===== src/rtl/uart_rx_fifo_pkg.sv =====
// Shared UART link constants: FSM state encoding and default frame/baud settings.
// Used by both the transmit and receive sides of the board UART.
package uart_rx_fifo_pkg;

    typedef enum logic [1:0] {
        ST_IDLE  = 2'd0,
        ST_START = 2'd1,
        ST_DATA  = 2'd2,
        ST_STOP  = 2'd3
    } uart_state_e;

    localparam int unsigned UART_DVSR        = 27;
    localparam int unsigned UART_DBIT        = 8;
    localparam int unsigned UART_SB_TICK     = 16;
    localparam int unsigned UART_ADDR_W      = 2;
    localparam int unsigned UART_S_W         = 4;
    localparam int unsigned UART_MID_SAMPLE  = 7;
    localparam int unsigned UART_LAST_SAMPLE = 15;

endpackage


===== src/rtl/uart_rx_core.sv =====
// 8N1 receiver: rx synchroniser, 16x oversample tick generator, frame FSM and shift register.
// rx_done_c pulses in the stop-bit tick cycle with the byte on dout.
module uart_rx_core
    import uart_rx_fifo_pkg::*;
#(
    parameter int unsigned DVSR    = UART_DVSR,
    parameter int unsigned DBIT    = UART_DBIT,
    parameter int unsigned SB_TICK = UART_SB_TICK
) (
    input  logic            clk,
    input  logic            rst_n,
    input  logic            rx,
    output logic            rx_done_c,
    output logic [DBIT-1:0] dout,
    output logic            frame_err,
    output logic            rx_busy
);

    localparam int unsigned CW = (DVSR > 1) ? $clog2(DVSR) : 1;
    localparam int unsigned NW = (DBIT > 1) ? $clog2(DBIT) : 1;

    logic            rx_s1_q, rx_s2_q;
    logic [CW-1:0]   cnt_q, cnt_d;
    logic            tick_c;
    uart_state_e     state_q, state_d;
    logic [UART_S_W-1:0] s_q, s_d;
    logic [NW-1:0]   n_q, n_d;
    logic [DBIT-1:0] b_q, b_d;
    logic            ferr_q, ferr_d;
    logic            busy_q, busy_d;

    // Free-running oversample divider
    always_comb begin
        tick_c = (cnt_q == CW'(DVSR - 1));
        cnt_d  = tick_c ? '0 : cnt_q + CW'(1);
    end

    always_comb begin
        state_d   = state_q;
        s_d       = s_q;
        n_d       = n_q;
        b_d       = b_q;
        ferr_d    = ferr_q;
        rx_done_c = 1'b0;

        unique case (state_q)
            ST_IDLE: begin
                if (!rx_s2_q) begin
                    state_d = ST_START;
                    s_d     = '0;
                end
            end
            ST_START: begin
                if (tick_c) begin
                    if (s_q == UART_S_W'(UART_MID_SAMPLE)) begin
                        // A start bit that is high again at mid-bit was only a glitch
                        state_d = rx_s2_q ? ST_IDLE : ST_DATA;
                        s_d     = '0;
                        n_d     = '0;
                    end else begin
                        s_d = s_q + UART_S_W'(1);
                    end
                end
            end
            ST_DATA: begin
                if (tick_c) begin
                    if (s_q == UART_S_W'(UART_LAST_SAMPLE)) begin
                        b_d = {rx_s2_q, b_q[DBIT-1:1]};
                        s_d = '0;
                        if (n_q == NW'(DBIT - 1)) begin
                            state_d = ST_STOP;
                        end else begin
                            n_d = n_q + NW'(1);
                        end
                    end else begin
                        s_d = s_q + UART_S_W'(1);
                    end
                end
            end
            ST_STOP: begin
                if (tick_c) begin
                    if (s_q == UART_S_W'(SB_TICK - 1)) begin
                        state_d = ST_IDLE;
                        if (rx_s2_q) begin
                            rx_done_c = 1'b1;
                        end else begin
                            ferr_d = 1'b1;
                        end
                    end else begin
                        s_d = s_q + UART_S_W'(1);
                    end
                end
            end
            default: state_d = ST_IDLE;
        endcase

        busy_d = (state_d != ST_IDLE);
    end

    always_ff @(posedge clk or negedge rst_n) begin
        if (!rst_n) begin
            rx_s1_q <= 1'b1;
            rx_s2_q <= 1'b1;
            cnt_q   <= '0;
            state_q <= ST_IDLE;
            s_q     <= '0;
            n_q     <= '0;
            b_q     <= '0;
            ferr_q  <= 1'b0;
            busy_q  <= 1'b0;
        end else begin
            rx_s1_q <= rx;
            rx_s2_q <= rx_s1_q;
            cnt_q   <= cnt_d;
            state_q <= state_d;
            s_q     <= s_d;
            n_q     <= n_d;
            b_q     <= b_d;
            ferr_q  <= ferr_d;
            busy_q  <= busy_d;
        end
    end

    assign dout      = b_q;
    assign frame_err = ferr_q;
    assign rx_busy   = busy_q;

endmodule


===== src/rtl/uart_rx_fifo.sv =====
// UART receive path: receiver core feeding a first-word-fall-through FIFO
// drained by a synchronised active-low read strobe; sticky overrun on drop.
module uart_rx_fifo
    import uart_rx_fifo_pkg::*;
#(
    parameter int unsigned DVSR    = UART_DVSR,
    parameter int unsigned DBIT    = UART_DBIT,
    parameter int unsigned SB_TICK = UART_SB_TICK,
    parameter int unsigned ADDR_W  = UART_ADDR_W
) (
    input  logic            clk,
    input  logic            reset_pin,
    input  logic            rx,
    input  logic            rd_rx_pin,
    output logic [DBIT-1:0] r_data,
    output logic            rx_empty,
    output logic            rx_full,
    output logic            rx_busy,
    output logic            frame_err,
    output logic            overrun
);

    localparam int unsigned DEPTH = 1 << ADDR_W;
    localparam int unsigned CNT_W = ADDR_W + 1;

    logic            rx_done_c;
    logic [DBIT-1:0] rx_byte;

    logic              rd_s1_q, rd_s2_q, rd_prev_q;
    logic              pop_c, push_c;
    logic [DBIT-1:0]   mem_q [DEPTH];
    logic [DBIT-1:0]   mem_d [DEPTH];
    logic [ADDR_W-1:0] wptr_q, wptr_d, rptr_q, rptr_d;
    logic [CNT_W-1:0]  count_q, count_d;
    logic              empty_q, empty_d, full_q, full_d;
    logic              overrun_q, overrun_d;
    logic [DBIT-1:0]   r_data_q, r_data_d;

    uart_rx_core #(
        .DVSR    (DVSR),
        .DBIT    (DBIT),
        .SB_TICK (SB_TICK)
    ) u_core (
        .clk       (clk),
        .rst_n     (reset_pin),
        .rx        (rx),
        .rx_done_c (rx_done_c),
        .dout      (rx_byte),
        .frame_err (frame_err),
        .rx_busy   (rx_busy)
    );

    // A pop frees a slot in the same cycle, so a full FIFO can still accept a push
    always_comb begin
        pop_c     = rd_prev_q & ~rd_s2_q & ~empty_q;
        push_c    = rx_done_c & (~full_q | pop_c);
        overrun_d = overrun_q | (rx_done_c & full_q & ~pop_c);

        mem_d  = mem_q;
        wptr_d = wptr_q;
        rptr_d = rptr_q;
        if (push_c) begin
            mem_d[wptr_q] = rx_byte;
            wptr_d        = wptr_q + ADDR_W'(1);
        end
        if (pop_c) begin
            rptr_d = rptr_q + ADDR_W'(1);
        end

        unique case ({push_c, pop_c})
            2'b10:   count_d = count_q + CNT_W'(1);
            2'b01:   count_d = count_q - CNT_W'(1);
            default: count_d = count_q;
        endcase

        empty_d  = (count_d == '0);
        full_d   = (count_d == CNT_W'(DEPTH));
        r_data_d = mem_d[rptr_d];
    end

    always_ff @(posedge clk or negedge reset_pin) begin
        if (!reset_pin) begin
            rd_s1_q   <= 1'b1;
            rd_s2_q   <= 1'b1;
            rd_prev_q <= 1'b1;
            for (int i = 0; i < DEPTH; i++) begin
                mem_q[i] <= '0;
            end
            wptr_q    <= '0;
            rptr_q    <= '0;
            count_q   <= '0;
            empty_q   <= 1'b1;
            full_q    <= 1'b0;
            overrun_q <= 1'b0;
            r_data_q  <= '0;
        end else begin
            rd_s1_q   <= rd_rx_pin;
            rd_s2_q   <= rd_s1_q;
            rd_prev_q <= rd_s2_q;
            mem_q     <= mem_d;
            wptr_q    <= wptr_d;
            rptr_q    <= rptr_d;
            count_q   <= count_d;
            empty_q   <= empty_d;
            full_q    <= full_d;
            overrun_q <= overrun_d;
            r_data_q  <= r_data_d;
        end
    end

    assign r_data   = r_data_q;
    assign rx_empty = empty_q;
    assign rx_full  = full_q;
    assign overrun  = overrun_q;

endmodule


===== config.mk =====
export PLATFORM = sky130hd
export DESIGN_NAME = uart_rx_fifo
export DESIGN_NICKNAME = d
export VERILOG_FILES = /design/src/rtl/uart_rx_fifo_pkg.sv /design/src/rtl/uart_rx_core.sv /design/src/rtl/uart_rx_fifo.sv
export SDC_FILE = /design/constraint.sdc
export NUM_CORES = 1
export LEC_CHECK = 0
export BUFFER_PORTS_ARGS = -buffer_cell sky130_fd_sc_hd__buf_2
export CORE_MARGIN = 2
export CORE_UTILIZATION = 30
export CTS_CLUSTER_DIAMETER = 30
export DETAILED_ROUTE_END_ITERATION = 16
export HOLD_SLACK_MARGIN = 0.15
export PLACE_DENSITY = 0.51
export SKIP_LAST_GASP = 1
export SLEW_MARGIN = 5
export SYNTH_ARGS = -nofsm -noshare
export SYNTH_HDL_FRONTEND = slang
export SYNTH_SLANG_ARGS = --single-unit

===== constraint.sdc =====
create_clock -name clk -period 2.7 [get_ports clk]
set_input_delay 0.675 -clock clk [delete_from_list [all_inputs] [get_ports clk]]
set_output_delay 0.675 -clock clk [all_outputs]
set_load 0.05 [all_outputs]

Word-level counts from Yosys, hierarchy flattened. Index checks and enable logic that the tools add are counted.

Bits of input ports: 4. Output and inout bits: 13. Register bits: 79. Logic and storage cells: 112.

Bitwise logic cells: 14. Reduce and logical (&&, ||, !) cells: 9. Mux-type cells: 38. Equal/unequal tests: 18. $add $sub $neg: 7. Order comparisons: 3.

Operators by type and width (number): bitwise mux 32 bit (1); 2-to-1 mux 32 bit (1); 2-to-1 mux 4 bit (7); 2-to-1 mux 8 bit (3); 2-to-1 mux 2 bit (10); binary-select mux 8 bit (select 2 bit) (1); demux 8 bit (select 2 bit) (1); case mux 4 bit (4 select lines) (1); 2-to-1 mux 3 bit (5); case mux 3 bit (2 select lines) (2); != test 2 x 1 -> 1 bit (second input constant) (5); case mux 2 bit (4 select lines) (1); adder 3 x 1 -> 3 bit (second input constant) (2); equality test 2 bit (second input constant) (3); equality test 3 bit (second input constant) (2); >= comparator 3 bit (second input constant) (2); != test 2 bit (second input constant) (3); inverter 2 -> 3 bit (2); AND reduction 6 bit (1); adder 5 x 1 -> 5 bit (second input constant) (1); AND 1 bit (5); equality test 5 bit (second input constant) (1); 2-to-1 mux 5 bit (1); inverter 1 bit (5); 16 further kinds (23).

Logic depth before layout (Yosys ltp).
Word-level depth: 10. Mapped depth: 13. Mapped depth without buffers: 12.

Modules after synthesis. A second synthesis with hierarchy kept.

Cells, all modules: 331. Area total of the unflattened synthesis: 3967.6 sq um.

Modules (own cells, without submodules): uart_rx_fifo (seq. area each 1331.3 sq um, cells an instance 229, area an instance 2721.4 sq um, times used 1); uart_rx_core (seq. area each 653.1 sq um, cells an instance 102, area an instance 1246.2 sq um, times used 1).

Worst setup path before layout. No wires, ideal clock.

Path kind: register to register. Start: register u_core.cnt_q[0]. End: register full_q (netlist: rx_full). Data arrival time: 2809 ps. Path slack: -182 ps. Required time: 2627 ps. Stages on the path, launching flop included: 13. Cell sequence: dfrtp_1 -> inv_1 -> ha_1 -> nand4b_2 -> nor3_1 -> a21boi_0 -> buf_2 -> inv_1 -> ha_1 -> fa_1 -> mux2_2 -> or2_2 -> nor2b_1.

Cells in the longest elaborated chain, start to end: 7. Elaborated cells between the ends (all ways): 8.

RTL lines: from (decl) (RTL line uart_rx_core.sv:23) `logic [CW-1:0] cnt_q, cnt_d;`; from (signal assigned) (RTL line uart_rx_core.sv:114) `cnt_q <= cnt_d;`; equality test 5 bit (*) (RTL line uart_rx_core.sv:34) `tick_c = (cnt_q == CW'(DVSR - 1));`; 2-to-1 mux 1 bit (*) (RTL line uart_rx_core.sv:81) `if (tick_c) begin`; 2-to-1 mux 1 bit (*) (RTL line uart_rx_core.sv:46) `unique case (state_q)`; AND 1 bit (*) (RTL line uart_rx_fifo.sv:56) `push_c = rx_done_c & (~full_q | pop_c);`; equality test 2 x 1 -> 1 bit or equality test 2 bit (tied branches) (RTL line uart_rx_fifo.sv:70) `unique case ({push_c, pop_c})`; case mux 3 bit (2 select lines) (*) (RTL line uart_rx_fifo.sv:70); via count_d[1] (RTL line uart_rx_fifo.sv:34) `logic [CNT_W-1:0] count_q, count_d;`; equality test 3 bit (*) (RTL line uart_rx_fifo.sv:77) `full_d = (count_d == CNT_W'(DEPTH));`; via full_d (RTL line uart_rx_fifo.sv:35) `logic empty_q, empty_d, full_q, full_d;`; to (signal assigned) (RTL line uart_rx_fifo.sv:105) `full_q <= full_d;`; to (decl) (RTL line uart_rx_fifo.sv:35).

The timed path passes the listed nets; every way through them passes the cells marked *. A chain may end at the register's enable or synchronous reset.

Worst setup path in the final report. Same ends and word-level chain as after synthesis.

==> results.yml <==
status:
  outcome: "completed"
grt:
  track_usage: 0.133
  largest_net_degree_at_the_start_of_global_routing: 45
  first_global_vias: 2486
  grt_pass1_wl_um: 13400
  antenna_found_initial: 0
  globalRouteOverflowTotal: 0
synth:
  synth_fp_nets: 307
  synthTopCellsByArea: "sky130_fd_sc_hd__dfrtp_1 (50%), sky130_fd_sc_hd__mux2_2 (13%), sky130_fd_sc_hd__dfstp_2 (4.3%), sky130_fd_sc_hd__ha_1 (3.4%), sky130_fd_sc_hd__a211oi_1 (3.3%)"
  synth_flop_cell: "sky130_fd_sc_hd__dfrtp_1"
  netlist_area_sq_um: 3680
  post_synth_top_area_share: 0.496
  synthArstFlopShare: 1.00
  netlist_top_cells_count: "sky130_fd_sc_hd__dfrtp_1 (73), sky130_fd_sc_hd__mux2_2 (42), sky130_fd_sc_hd__a211oi_1 (16)"
  number_of_enable_type_register_cells_in_the_synthesized_netlist: 0
  synthesis.yosys.warnings: 0
  ys_seq_elements: 79
  yosys.cell_types.count: 48
  yosysMostFrequentCell: "sky130_fd_sc_hd__dfrtp_1"
  netlist.top_cell.by_area: "sky130_fd_sc_hd__dfrtp_1"
  yosysSeqAreaShare: 0.539
  synthesis.instances: 292
  syn_area_per_cell_sq_um: 12.6
drt:
  num_vias: 2433
  detail_route.wirelength.met1_um: 3910
  drt_iter0_drc: 127
  dr.pass1.iters: 4
  via_per_inst: 5.08
  avgRoutedWirePerCell_um: 16.7
  detailroute.wirelength.met3_um: 251
  met2_wirelength_um: 3710
  drcViolationCount: 0
  top_layer_used: "met4"
  drtAntennaViolNets: 0
  drt_wl_total_um: 8000
cts:
  cts_tree: "done"
  clock_insertion_delay_worst_skew_ps: 330
  cts_hold_repair.buffers: 0
  tritoncts_num_sinks: 79
  cts_made_buffers: 9
  htree_num_levels: 3
  cts_max_path_buffers: 2
  clkTransAtPathRegs_ps: 60
  cts_root_buffer: "sky130_fd_sc_hd__clkbuf_16"
setup_path:
  worst-endpoint-arrival_ps: 2830
  worst_path_max_delay_cell: "sky130_fd_sc_hd__fa_1"
  timing.critical_path.required_ps: 2970
  path_cells: "inv_2 -> ha_4 -> nand4b_4 -> nor3_4 -> a21boi_2 -> inv_2 -> ha_4 -> fa_1 -> mux2_2 -> or2_2 -> nor2b_1"
  crit_type: "reg -> reg"
  critPathMaxFanout: 4
  crit_path_end_kind: "flop"
  critPathMaxStageDelay_ps: 430
  path_buf_inv: 2
  path_delay_family: "adder cells"
  cp-start-kind: "flop"
timing:
  timing.max_slew.rel_slack: 0.668
  final_max_slew_viol_count: 0
  layout_setup_ws_ps: 135
  clock_skew_ps: 6.43
  worst-slew-pin-transition_ps: 498
  whs_ps: 301
  max_freq_mhz: 390
  finalHoldViolations: 0
  final_setup_violation_count: 0
  min_period_over_period: 0.950
  final_critical_period_ps: 2560
floorplan:
  ioPinCount: 17
  floorplan.die_area_sq_um: 13200
  floorplan.initialDensity: 0.306
  fp.dieH_um: 115
  die_w_um: 115
  core_region_area_sq_um: 12000
  fp-row-count: 40
layout:
  storage_element_area_sq_um: 1980
  fin_nets: 342
  layout_cell_share_with_drive_strength_beyond_1: 0.364
  multiInputGateArea_sq_um: 1640
  antenna_cells: 0
  area_growth_pct: 19.0
  fillers: 1184
power_and_ir_drop:
  power.density_cell_area_nw_per_um2: 541
  vdd_ir_drop_max_mv: 0.283
  power.static_leakage_nw: 1.99
place:
  place_ws_ps: 42.1
  detailedPlacementHpwl_um: 5050
  gp_routability_congestion: 0.741
  io_buffers: 16
flow_run:
  max-cap-violations: 0
min_path:
  hold_path_class: "in -> async"
## registers in the layout, indices dropped and copies added, names as in the netlist, 2 cells and up
signal,count
r_data,8
u_core.s_q,4
u_core.cnt_q,5
u_core.n_q,3
rptr_q,2
wptr_q,2
u_core.dout,8
u_core.state_q,2
mem_q,32
count_q,3
## placed cells by master (no fill, tap or decap), types with 3 or more instances in the layout
cell type	instances
sky130_fd_sc_hd__o32ai_1	6
sky130_fd_sc_hd__a211oi_1	16
sky130_fd_sc_hd__clkbuf_16	9
sky130_fd_sc_hd__xnor2_1	6
sky130_fd_sc_hd__a22o_1	4
sky130_fd_sc_hd__nor2_1	13
sky130_fd_sc_hd__ha_1	7
sky130_fd_sc_hd__buf_2	15
sky130_fd_sc_hd__o21a_1	8
sky130_fd_sc_hd__nand3_1	5
sky130_fd_sc_hd__mux2_2	42
sky130_fd_sc_hd__inv_1	9
sky130_fd_sc_hd__o21ai_0	9
sky130_fd_sc_hd__buf_4	19
sky130_fd_sc_hd__nand2_1	13
sky130_fd_sc_hd__dfrtp_1	73
sky130_fd_sc_hd__dfstp_2	6
sky130_fd_sc_hd__inv_2	3
sky130_fd_sc_hd__nor3_1	12
sky130_fd_sc_hd__clkinv_2	3
sky130_fd_sc_hd__o31ai_1	9
## repair_timing
action,in CTS,in global routing
setup endpoints to repair,0,2
setup buffers,0,1
hold endpoints to repair,0,0
gates resized for setup,0,8
## worst register-to-register path, delay by kind of cell, from the launching register on
kind            cells  cell delay (ps)
buf+inv             2              140
mux                 1              280
fa+ha+maj           3              740
flops               1              410
compound gates      1              220
simple gates        4              730
## through the flow
step                setup TNS, ps  utilization  std cells  area (sq um)  total power, mW
floorplan                       0            -        292          3700             1.22
global placement                0        0.337        462          4050             1.25
detailed placement              0        0.337        462          4050             1.25
CTS                             0        0.361        478          4340             2.40
global route                -10.9        0.364        479          4380             2.45
finish                          0        0.364        479          4380             2.37
## logic make-up after synthesis
kind of cell | share of synthesized area
AOI/OAI and AO/OA | 0.145
adders and majority gates | 0.0394
buffers and inverters | 0.0299
and+or+nand+nor | 0.0826
xor gates and xnor gates | 0.0235
muxes | 0.140
DFF | 0.539
## power by group
group | total, mW | switching, mW | internal, mW | leakage [nW]
clock network | 1.14 | 0.473 | 0.671 | 0.145
registers | 1.19 | 0.00208 | 1.19 | 1.05
logic | 0.0315 | 0.0251 | 0.00645 | 0.792
## per-layer routing
layer  vias to the layer above  global-route usage
met3                         8              0.0332
met1                      1238               0.184
met5                         -                   0
li1                       1155                   -
met4                         0              0.0562
met2                        32               0.202
## final timing paths
path | from | end | slack, ps | cells past startpoint
max in group asynchronous | reset_pin | u_core.rx_s1_q | 1760 | 2
min | reset_pin | u_core.s_q[1] | 300 | 1
max | u_core.cnt_q[0] | rx_full | 140 | 11
min reg2reg | rd_s1_q | rd_s2_q | 360 | 0
min in group clk | rd_s1_q | rd_s2_q | 360 | 0
max reg2reg | u_core.cnt_q[0] | rx_full | 140 | 11
## final cells by class
type | count | area share
inverters | 12 | 0.0103
flip-flops and latches | 79 | 0.453
clock buffers | 11 | 0.0577
repair buffers | 35 | 0.0543
well taps | 147 | 0.0420
clock inverters | 5 | 0.00743
multi-input cells | 190 | 0.375
Note: power is estimated with default switching activity, not from simulation.
